<file path="src/rtl/tail_light_pkg.sv">
// Shared encodings for the tail-light decoder: lamp patterns, tracker states
// and Mode values, plus small lookups from a pattern to its state/mode/phase.
package tail_light_pkg;

  typedef enum logic [3:0] {
    PAT_OFF, PAT_L1, PAT_L2, PAT_L3, PAT_R1, PAT_R2, PAT_R3, PAT_ALL, PAT_BAD
  } pattern_e;

  typedef enum logic [3:0] {
    ST_OFF, ST_L1, ST_L2, ST_L3, ST_R1, ST_R2, ST_R3, ST_ALL, ST_SYNC
  } state_e;

  localparam logic [1:0] MODE_IDLE   = 2'b00;
  localparam logic [1:0] MODE_LEFT   = 2'b01;
  localparam logic [1:0] MODE_RIGHT  = 2'b10;
  localparam logic [1:0] MODE_HAZARD = 2'b11;

  function automatic state_e pat_to_state(input pattern_e p);
    case (p)
      PAT_L1:  return ST_L1;
      PAT_L2:  return ST_L2;
      PAT_L3:  return ST_L3;
      PAT_R1:  return ST_R1;
      PAT_R2:  return ST_R2;
      PAT_R3:  return ST_R3;
      PAT_ALL: return ST_ALL;
      default: return ST_OFF;
    endcase
  endfunction

  function automatic logic [1:0] pat_mode(input pattern_e p);
    case (p)
      PAT_L1, PAT_L2, PAT_L3: return MODE_LEFT;
      PAT_R1, PAT_R2, PAT_R3: return MODE_RIGHT;
      PAT_ALL:                return MODE_HAZARD;
      default:                return MODE_IDLE;
    endcase
  endfunction

  function automatic logic [1:0] pat_phase(input pattern_e p);
    case (p)
      PAT_L1, PAT_R1, PAT_ALL: return 2'd1;
      PAT_L2, PAT_R2:          return 2'd2;
      PAT_L3, PAT_R3:          return 2'd3;
      default:                 return 2'd0;
    endcase
  endfunction

endpackage

</file>
<file path="src/rtl/lamp_pattern_classify.sv">
// Combinational classifier: maps the six lamp levels {La,Lb,Lc,Ra,Rb,Rc}
// onto exactly one recognised pattern, or PAT_BAD.
module lamp_pattern_classify
  import tail_light_pkg::*;
(
  input  logic [5:0] lamps_i,
  output pattern_e   pattern_o
);

  always_comb begin
    pattern_o = PAT_BAD;
    case (lamps_i)
      6'b000000: pattern_o = PAT_OFF;
      6'b100000: pattern_o = PAT_L1;
      6'b110000: pattern_o = PAT_L2;
      6'b111000: pattern_o = PAT_L3;
      6'b000100: pattern_o = PAT_R1;
      6'b000110: pattern_o = PAT_R2;
      6'b000111: pattern_o = PAT_R3;
      6'b111111: pattern_o = PAT_ALL;
      default:   pattern_o = PAT_BAD;
    endcase
  end

endmodule

</file>
<file path="src/rtl/tail_light_decoder.sv">
// Tail-light sequence tracker: checks each lamp sample against the legal
// successors of the previous one and reports mode, phase and violations.
module tail_light_decoder
  import tail_light_pkg::*;
#(
  parameter int ERR_W = 8
) (
  input  logic             Clk,
  input  logic             Reset,
  input  logic             La,
  input  logic             Lb,
  input  logic             Lc,
  input  logic             Ra,
  input  logic             Rb,
  input  logic             Rc,
  output logic [1:0]       Mode,
  output logic [1:0]       Phase,
  output logic             Err,
  output logic [ERR_W-1:0] ErrCnt
);

  pattern_e         pattern;
  logic             legal;
  state_e           state_q, state_d;
  logic [1:0]       off_cnt_q, off_cnt_d;
  logic [1:0]       mode_q, mode_d;
  logic [1:0]       phase_q, phase_d;
  logic             err_q, err_d;
  logic [ERR_W-1:0] err_cnt_q, err_cnt_d;

  lamp_pattern_classify u_classify (
    .lamps_i   ({La, Lb, Lc, Ra, Rb, Rc}),
    .pattern_o (pattern)
  );

  always_comb begin
    legal = 1'b0;
    case (state_q)
      ST_OFF:  legal = pattern inside {PAT_OFF, PAT_L1, PAT_R1, PAT_ALL};
      ST_L1:   legal = pattern inside {PAT_L2, PAT_OFF, PAT_ALL};
      ST_L2:   legal = pattern inside {PAT_L3, PAT_OFF, PAT_ALL};
      ST_L3:   legal = pattern inside {PAT_OFF, PAT_ALL};
      ST_R1:   legal = pattern inside {PAT_R2, PAT_OFF, PAT_ALL};
      ST_R2:   legal = pattern inside {PAT_R3, PAT_OFF, PAT_ALL};
      ST_R3:   legal = pattern inside {PAT_OFF, PAT_ALL};
      ST_ALL:  legal = (pattern == PAT_OFF);
      default: legal = (pattern != PAT_BAD);
    endcase
  end

  always_comb begin
    state_d   = state_q;
    off_cnt_d = off_cnt_q;
    mode_d    = mode_q;
    phase_d   = phase_q;
    err_d     = 1'b0;
    err_cnt_d = err_cnt_q;
    if (state_q == ST_SYNC && pattern == PAT_BAD) begin
      mode_d  = MODE_IDLE;
      phase_d = 2'd0;
    end else if (!legal) begin
      err_d     = 1'b1;
      state_d   = ST_SYNC;
      off_cnt_d = 2'd0;
      mode_d    = MODE_IDLE;
      phase_d   = 2'd0;
      if (err_cnt_q != {ERR_W{1'b1}})
        err_cnt_d = err_cnt_q + {{(ERR_W-1){1'b0}}, 1'b1};
    end else begin
      state_d = pat_to_state(pattern);
      phase_d = pat_phase(pattern);
      if (pattern == PAT_OFF) begin
        // First OFF keeps the blinking mode; only a second in a row goes idle.
        off_cnt_d = (off_cnt_q == 2'd2) ? 2'd2 : off_cnt_q + 2'd1;
        mode_d    = (off_cnt_d == 2'd2) ? MODE_IDLE : mode_q;
      end else begin
        off_cnt_d = 2'd0;
        mode_d    = pat_mode(pattern);
      end
    end
  end

  always_ff @(posedge Clk) begin
    if (Reset) begin
      state_q   <= ST_OFF;
      off_cnt_q <= 2'd2;
      mode_q    <= MODE_IDLE;
      phase_q   <= 2'd0;
      err_q     <= 1'b0;
      err_cnt_q <= '0;
    end else begin
      state_q   <= state_d;
      off_cnt_q <= off_cnt_d;
      mode_q    <= mode_d;
      phase_q   <= phase_d;
      err_q     <= err_d;
      err_cnt_q <= err_cnt_d;
    end
  end

  assign Mode   = mode_q;
  assign Phase  = phase_q;
  assign Err    = err_q;
  assign ErrCnt = err_cnt_q;

endmodule

</file>
<file path="config.mk">
export PLATFORM = sky130hd
export DESIGN_NAME = tail_light_decoder
export DESIGN_NICKNAME = d
export VERILOG_FILES = /design/src/rtl/tail_light_pkg.sv /design/src/rtl/lamp_pattern_classify.sv /design/src/rtl/tail_light_decoder.sv
export SDC_FILE = /design/constraint.sdc
export NUM_CORES = 1
export LEC_CHECK = 0
export ABC_AREA = 1
export BUFFER_PORTS_ARGS = -buffer_cell sky130_fd_sc_hd__buf_2
export CAP_MARGIN = 20
export CORE_ASPECT_RATIO = 0.6
export CORE_MARGIN = 1
export CORE_UTILIZATION = 55
export DETAILED_ROUTE_END_ITERATION = 10
export MAX_ROUTING_LAYER = met4
export PLACE_DENSITY = 0.83
export RECOVER_POWER = 50
export SYNTH_ARGS = -nofsm -noshare
export SYNTH_HDL_FRONTEND = slang
export SYNTH_SLANG_ARGS = --single-unit
</file>
<file path="constraint.sdc">
create_clock -name Clk -period 1.75 [get_ports Clk]
set_input_delay 0.2625 -clock Clk [delete_from_list [all_inputs] [get_ports Clk]]
set_output_delay 0.2625 -clock Clk [all_outputs]
set_load 0.03 [all_outputs]
</file>
==> results_dict.tcl, run 1 <==
set metrics [dict create \
    antenna_found_initial 0 \
    final-max-slew-violation-count 0 \
    core_um2 1980 \
    syn_inst 191 \
    ir_drop_uv 657 \
    synth_ff_type "dfxtp_1" \
    r2r_cells 13 \
    hold_class "primary input to flop" \
    drt_iter0_markers 139 \
    cts_inserted_buffers 3 \
    clkLatencyLatePin_ps 260 \
    crit_path_start_kind "flop" \
    gr-total-overflow 0 \
    fin_nets 244 \
    grt_pass1_vias 1236 \
    synth.area.top_cells "dfxtp_1 31%, nand2_1 12%, inv_1 11%, nand3_1 8.9%, nor2_1 7.6%" \
    num_rows 12 \
    cts_buffer_depth 2 \
    die_h_um 38.7 \
    drt_wl_total_um 3680 \
    yosys.area.top_type "dfxtp_1" \
    areaGrowthSynthToFinish_pct 27.6 \
    clkPwrFrac_pct 30.9 \
    r2r_start "state_q[2]" \
    num_io_pins 21 \
    worst_setup_path_end_kind "flop" \
    antenna_left 0 \
    dpl.hpwl_um 2670 \
    port_buffers 20 \
    min_from "Reset" \
    final_util_pct 79.4 \
    leakage_nw 0.764 \
    power.switching_mw 0.339 \
    combPwrFrac_pct 24.5 \
    cts_root_buffer "clkbuf_8" \
    grt_pass1_wl_um 5600 \
    hold_viol 0 \
    relSlewSlack_pct 68.5 \
    clock_skew_ps 3.19 \
    syn-num-nets 201 \
    setup_violations 0 \
    grt_max_degree 13 \
    syn_area_per_cell_um2 6.45 \
    r2r_end "ErrCnt[0]" \
    place.gp.congestion 1.03 \
    worstPathCellList "inv_2 > nor2_2 > nand2_1 > nand2_2 > nand2_1 > nand2_1 > nor2_2 > nand3_2 > o21bai_4 > nand3_2 > nand2_1 > nand2_1 > nor2_1" \
    drv_cap 0 \
    yosysUniqueCellTypes 25 \
    stdcell_count 261 \
    power.internal_mw 0.705 \
    p_total_mw 1.04 \
    grt_setup_unrepaired "true" \
    fmax_mhz 593 \
    critical_path.max_stage_delay_ps 340 \
    startpoint "state_q[2]" \
    yosysWarnings 0 \
    grt_use_total_pct 32.0 \
    drive_above_1_share_pct 27.5 \
    firstDrtPassIters 5 \
    die_w_um 63.1 \
    cts.htree.levels 1 \
    power.density_nw_per_um2 663 \
    endpoint "ErrCnt[0]" \
    worst_path_max_delay_cell "dfxtp_2" \
    vias 1449 \
    yosys-top-cells-count "41 x nand2_1, 36 x inv_1, 25 x nor2_1" \
    syn_area_um2 1230 \
    tightest_slew_ps 468 \
    period_minus_slack_ps 1690 \
    wl_per_cell_um 14.1 \
    tns_ps 0 \
    ys_seq_area_share_pct 30.9 \
    cp_max_fo 7 \
    place_inst 254 \
    crit_arrival_ps 1890 \
    viasPerCell 5.55 \
    pwr-share-seq_pct 44.6 \
    cts_hold_buf 0 \
    crit_type "flop to flop" \
    worst-r2r-setup-slack_ps 60 \
    cts_tree "done" \
    clkTransAtPathRegs_ps 80 \
    p_sw_share_pct 32.4 \
    cp_common_cell "nand2_1" \
    worst-endpoint-required_ps 1960 \
    n_antenna_cell 0 \
    status "complete, no violations" \
    synth-async-reset-ratio_pct 0 \
    synth_top_area_share_pct 30.9 \
    cts_sinks 19 \
    ys_ff_latch 19 \
    post-route-drc-count 0 \
    synth-edff-count 0 \
    die-area_um2 2440 \
    start_util_pct 62.2 \
    period_share_pct 96.3 \
    synth_most_common_cell "nand2_1" \
]
-- stage by stage --
step / setup slack (ps) / cell area, µm² / hold slack [ps]
detailed placement: -26.6 / 1480 / 486
finish: 64.7 / 1570 / 297
global placement: 19.8 / 1480 / 483
floorplan: 75.7 / 1230 / 466
global route: -67.0 / 1570 / 318
CTS: 29.8 / 1530 / 295
-- worst max-delay path, delay by kind of cell (launching register included) --
kind / cells / cell delay, ps
compound gates: 1 / 270
buf+inv: 1 / 80
flops: 1 / 340
simple gates: 11 / 940
-- area by class of cell --
class	instances	area (µm²)
clock buffer	3	41.3
sequential	19	387
multi-input combinational	132	716
timing repair buffer	41	248
tap	28	35.0
inverter	37	139
fill	143	409
clock inverter	1	7.51
-- routing by layer --
layer | GRT usage [%] | part of all wire (%) | vias up
met5 | - | 0 | -
met4 | 5.23 | 1.8 | 0
met3 | 11.8 | 13 | 14
met2 | 46.8 | 41 | 93
met1 | 42.6 | 45 | 644
li1 | - | - | 698
-- how the worst min path moves through the flow --
stage	to	cells after the start
floorplan	off_cnt_q[0]	2
global placement	Mode[1]	2
detailed placement	Mode[1]	2
CTS	off_cnt_q[0]	2
global route	ErrCnt[6]	2
finish	off_cnt_q[0]	2
-- power groups by stage --
stage	Clock, mW	Combinational [mW]	Sequential, mW
2_1_floorplan	0	0.126	0.496
3_3_place_gp	0	0.222	0.471
3_5_place_dp	0	0.230	0.472
4_1_cts	0.321	0.232	0.462
5_1_grt	0.337	0.278	0.467
6_report	0.323	0.256	0.465
-- cells in the final DEF (no fill, tap or decap) --
cell / instances
nor2_2: 8
nand4_1: 8
xor2_1: 1
inv_1: 35
clkbuf_1: 11
nor3_1: 3
nand3b_1: 1
a31oi_1: 2
nand3_1: 19
o21bai_4: 1
clkinvlp_4: 1
buf_2: 9
a21boi_0: 1
buf_6: 1
buf_4: 20
o221ai_1: 1
ha_1: 2
a211oi_1: 1
dfxtp_2: 5
nand3_2: 10
and3_1: 1
clkbuf_8: 3
nor2_1: 23
a31oi_2: 1
nor4_1: 1
inv_2: 2
nor3_2: 1
nand2_1: 40
a21oi_1: 5
dfxtp_1: 14
nand2_2: 2
-- kinds of logic (layout without fill, tap and decap cells) --
family	Yosys count	count (layout)	share of synthesized area, %
XOR/XNOR	1	1	0.711
AND/OR/NAND/NOR	117	117	46.0
AO/OA/AOI/OAI	12	12	7.01
adder cells (fa/ha/maj)	2	2	2.03
buffers and inverters	40	82	13.4
flip-flops	19	19	30.9
-- state kept, by name (all words and copies together) (netlist names) --
register,flops
state_q,4
off_cnt_q,2
Mode,2
Phase,2
Err,1
ErrCnt,8
-- repair_timing --
action	CTS	global route
buffers inserted	0	3
setup endpoints to repair	0	12
gates resized for setup	0	14
Note: power is estimated with default switching activity, not from simulation.
==> run 2, diff against run 1 <==
--- a/config.mk
+++ b/config.mk
@@ -10,10 +10,10 @@
 export CAP_MARGIN = 20
 export CORE_ASPECT_RATIO = 0.6
 export CORE_MARGIN = 1
-export CORE_UTILIZATION = 55
+export CORE_UTILIZATION = 53
 export DETAILED_ROUTE_END_ITERATION = 10
 export MAX_ROUTING_LAYER = met4
-export PLACE_DENSITY = 0.83
+export PLACE_DENSITY = 0.81
 export RECOVER_POWER = 50
 export SYNTH_ARGS = -nofsm -noshare
 export SYNTH_HDL_FRONTEND = slang
==> results_dict.tcl, run 2 (synthesis gave the netlist of run 1 again) <==
set metrics [dict create \
    status "complete, no violations" \
    cts_tree "done" \
    antenna_left 0 \
    cts_hold_buf 0 \
    post-route-drc-count 0 \
    grt_use_total_pct 29.8 \
    final_common_cell "nand2_1" \
    vias 1400 \
    holdWs_ps 317 \
    final-max-slew-violation-count 0 \
    port_buffers 20 \
    fillers 166 \
    relSlewSlack_pct 72.9 \
    final_util_pct 72.8 \
    placed_area_um2 1470 \
    setup_violations 0 \
    place_inst 255 \
    clock_skew_ps 3.22 \
    die_h_um 39.4 \
    core_um2 2180 \
    period_share_pct 94.7 \
    cts.htree.levels 1 \
    gr-total-overflow 0 \
    cp_max_fo 4 \
    firstDrtPassIters 4 \
    clkLatencyLatePin_ps 270 \
    power.density_nw_per_um2 650 \
    start_util_pct 56.5 \
    drt_iter0_markers 131 \
    grt_max_degree 15 \
    post-place-ws_ps -46.9 \
    cts_buffer_depth 2 \
    ir_drop_uv 734 \
    place.gp.congestion 1.02 \
    seq_area_um2 389 \
    antenna_found_initial 0 \
    crit_arrival_ps 1820 \
    num_io_pins 21 \
    fin_nets 244 \
    multi_input_area_um2 732 \
    leakage_nw 0.775 \
    viasPerCell 5.32 \
    grt_pass1_vias 1182 \
    largest_register_ffs 8 \
    num_rows 13 \
    drive_above_1_share_pct 28.8 \
    stdcell_count 263 \
    hold_class "primary input to flop" \
    period_minus_slack_ps 1660 \
    cts_sinks 19 \
    tightest_slew_ps 403 \
    n_antenna_cell 0 \
    clkTransAtPathRegs_ps 70 \
    gr-usage-met1_pct 38.2 \
    grt_pass1_wl_um 5310 \
    final_area_um2 1590 \
    die-area_um2 2530 \
    cts_inserted_buffers 3 \
    drv_cap 0 \
    cts_root_buffer "clkbuf_8" \
    top_usage_layer "met2" \
    fmax_mhz 603 \
    timing.final.ws_setup_ps 92.5 \
    mostFrequentLayoutCells "41 x nand2_1, 34 x inv_1, 22 x nor2_1" \
    areaGrowthSynthToFinish_pct 28.8 \
    dpl.hpwl_um 2530 \
    die_w_um 64.3 \
    grtUsageMet3_pct 12.2 \
    drt_wl_total_um 3560 \
    use_met2_pct 41.8 \
    worst-endpoint-required_ps 1910 \
    worst_setup_path_end_kind "flop" \
    crit_type "flop to flop" \
    wl_per_cell_um 13.5 \
    grt_setup_unrepaired "true" \
    hold_viol 0 \
    crit_path_start_kind "flop" \
]
run 2: cell count changes in the layout (fill, tap and decap cells not counted), sizes merged:
| cell | change |
|---|---|
| clkbuf | -1 |
| o21bai | +1 |
run 2: layout make-up:
class                      count  area share, %
clock buffer                   3           2.60
clock inverter                 1          0.473
inverter                      37           8.75
multi-input combinational    133           46.1
sequential                    19           24.5
tap                           30           2.36
timing repair buffer          40           15.2
run 2: metal layers:
layer,up-vias,wire length (µm)
met5,-,0
met1,621,1620
met2,70,1490
met4,0,63
met3,9,383
li1,700,-
run 2: per-stage QoR:
| stage | setup TNS, ps | total power, mW |
|---|---|---|
| 2_1_floorplan | 0 | 0.623 |
| 3_3_place_gp | -13.7 | 0.689 |
| 3_5_place_dp | -196 | 0.695 |
| 4_1_cts | 0 | 1.02 |
| 5_1_grt | -59.3 | 1.08 |
| 6_report | 0 | 1.03 |
run 2: final timing paths:
path / start / end / slack (ps) / cells after the start
max: ErrCnt[1] / ErrCnt[7] / 90 / 11
min: Reset / off_cnt_q[0] / 320 / 2
max reg2reg: ErrCnt[1] / ErrCnt[7] / 90 / 11
min reg2reg: Mode[1] / Mode[1] / 490 / 2
run 2: report_power, final:
group          leakage (nW)  total [mW]  switching [mW]  internal, mW
combinational         0.597       0.250           0.157        0.0925
clock                0.0217       0.318           0.157         0.161
sequential            0.157       0.463          0.0133         0.450
run 2: critical path, cell delays in order (launching register included):
cell and delay (ps):
dfxtp_2 340, ha_1 210, nand3_2 120, nor2_2 60
nand2_1 110, nand4_1 120, inv_1 130, nand3_1 100
inv_1 120, nand4_1 100, nand2_1 80, nor2_1 50
run 2: what timing repair did:
action | 4_1_cts | 5_1_grt
buffers inserted | 0 | 3
endpoints found under the setup margin | 0 | 14
gates resized for setup | 0 | 17
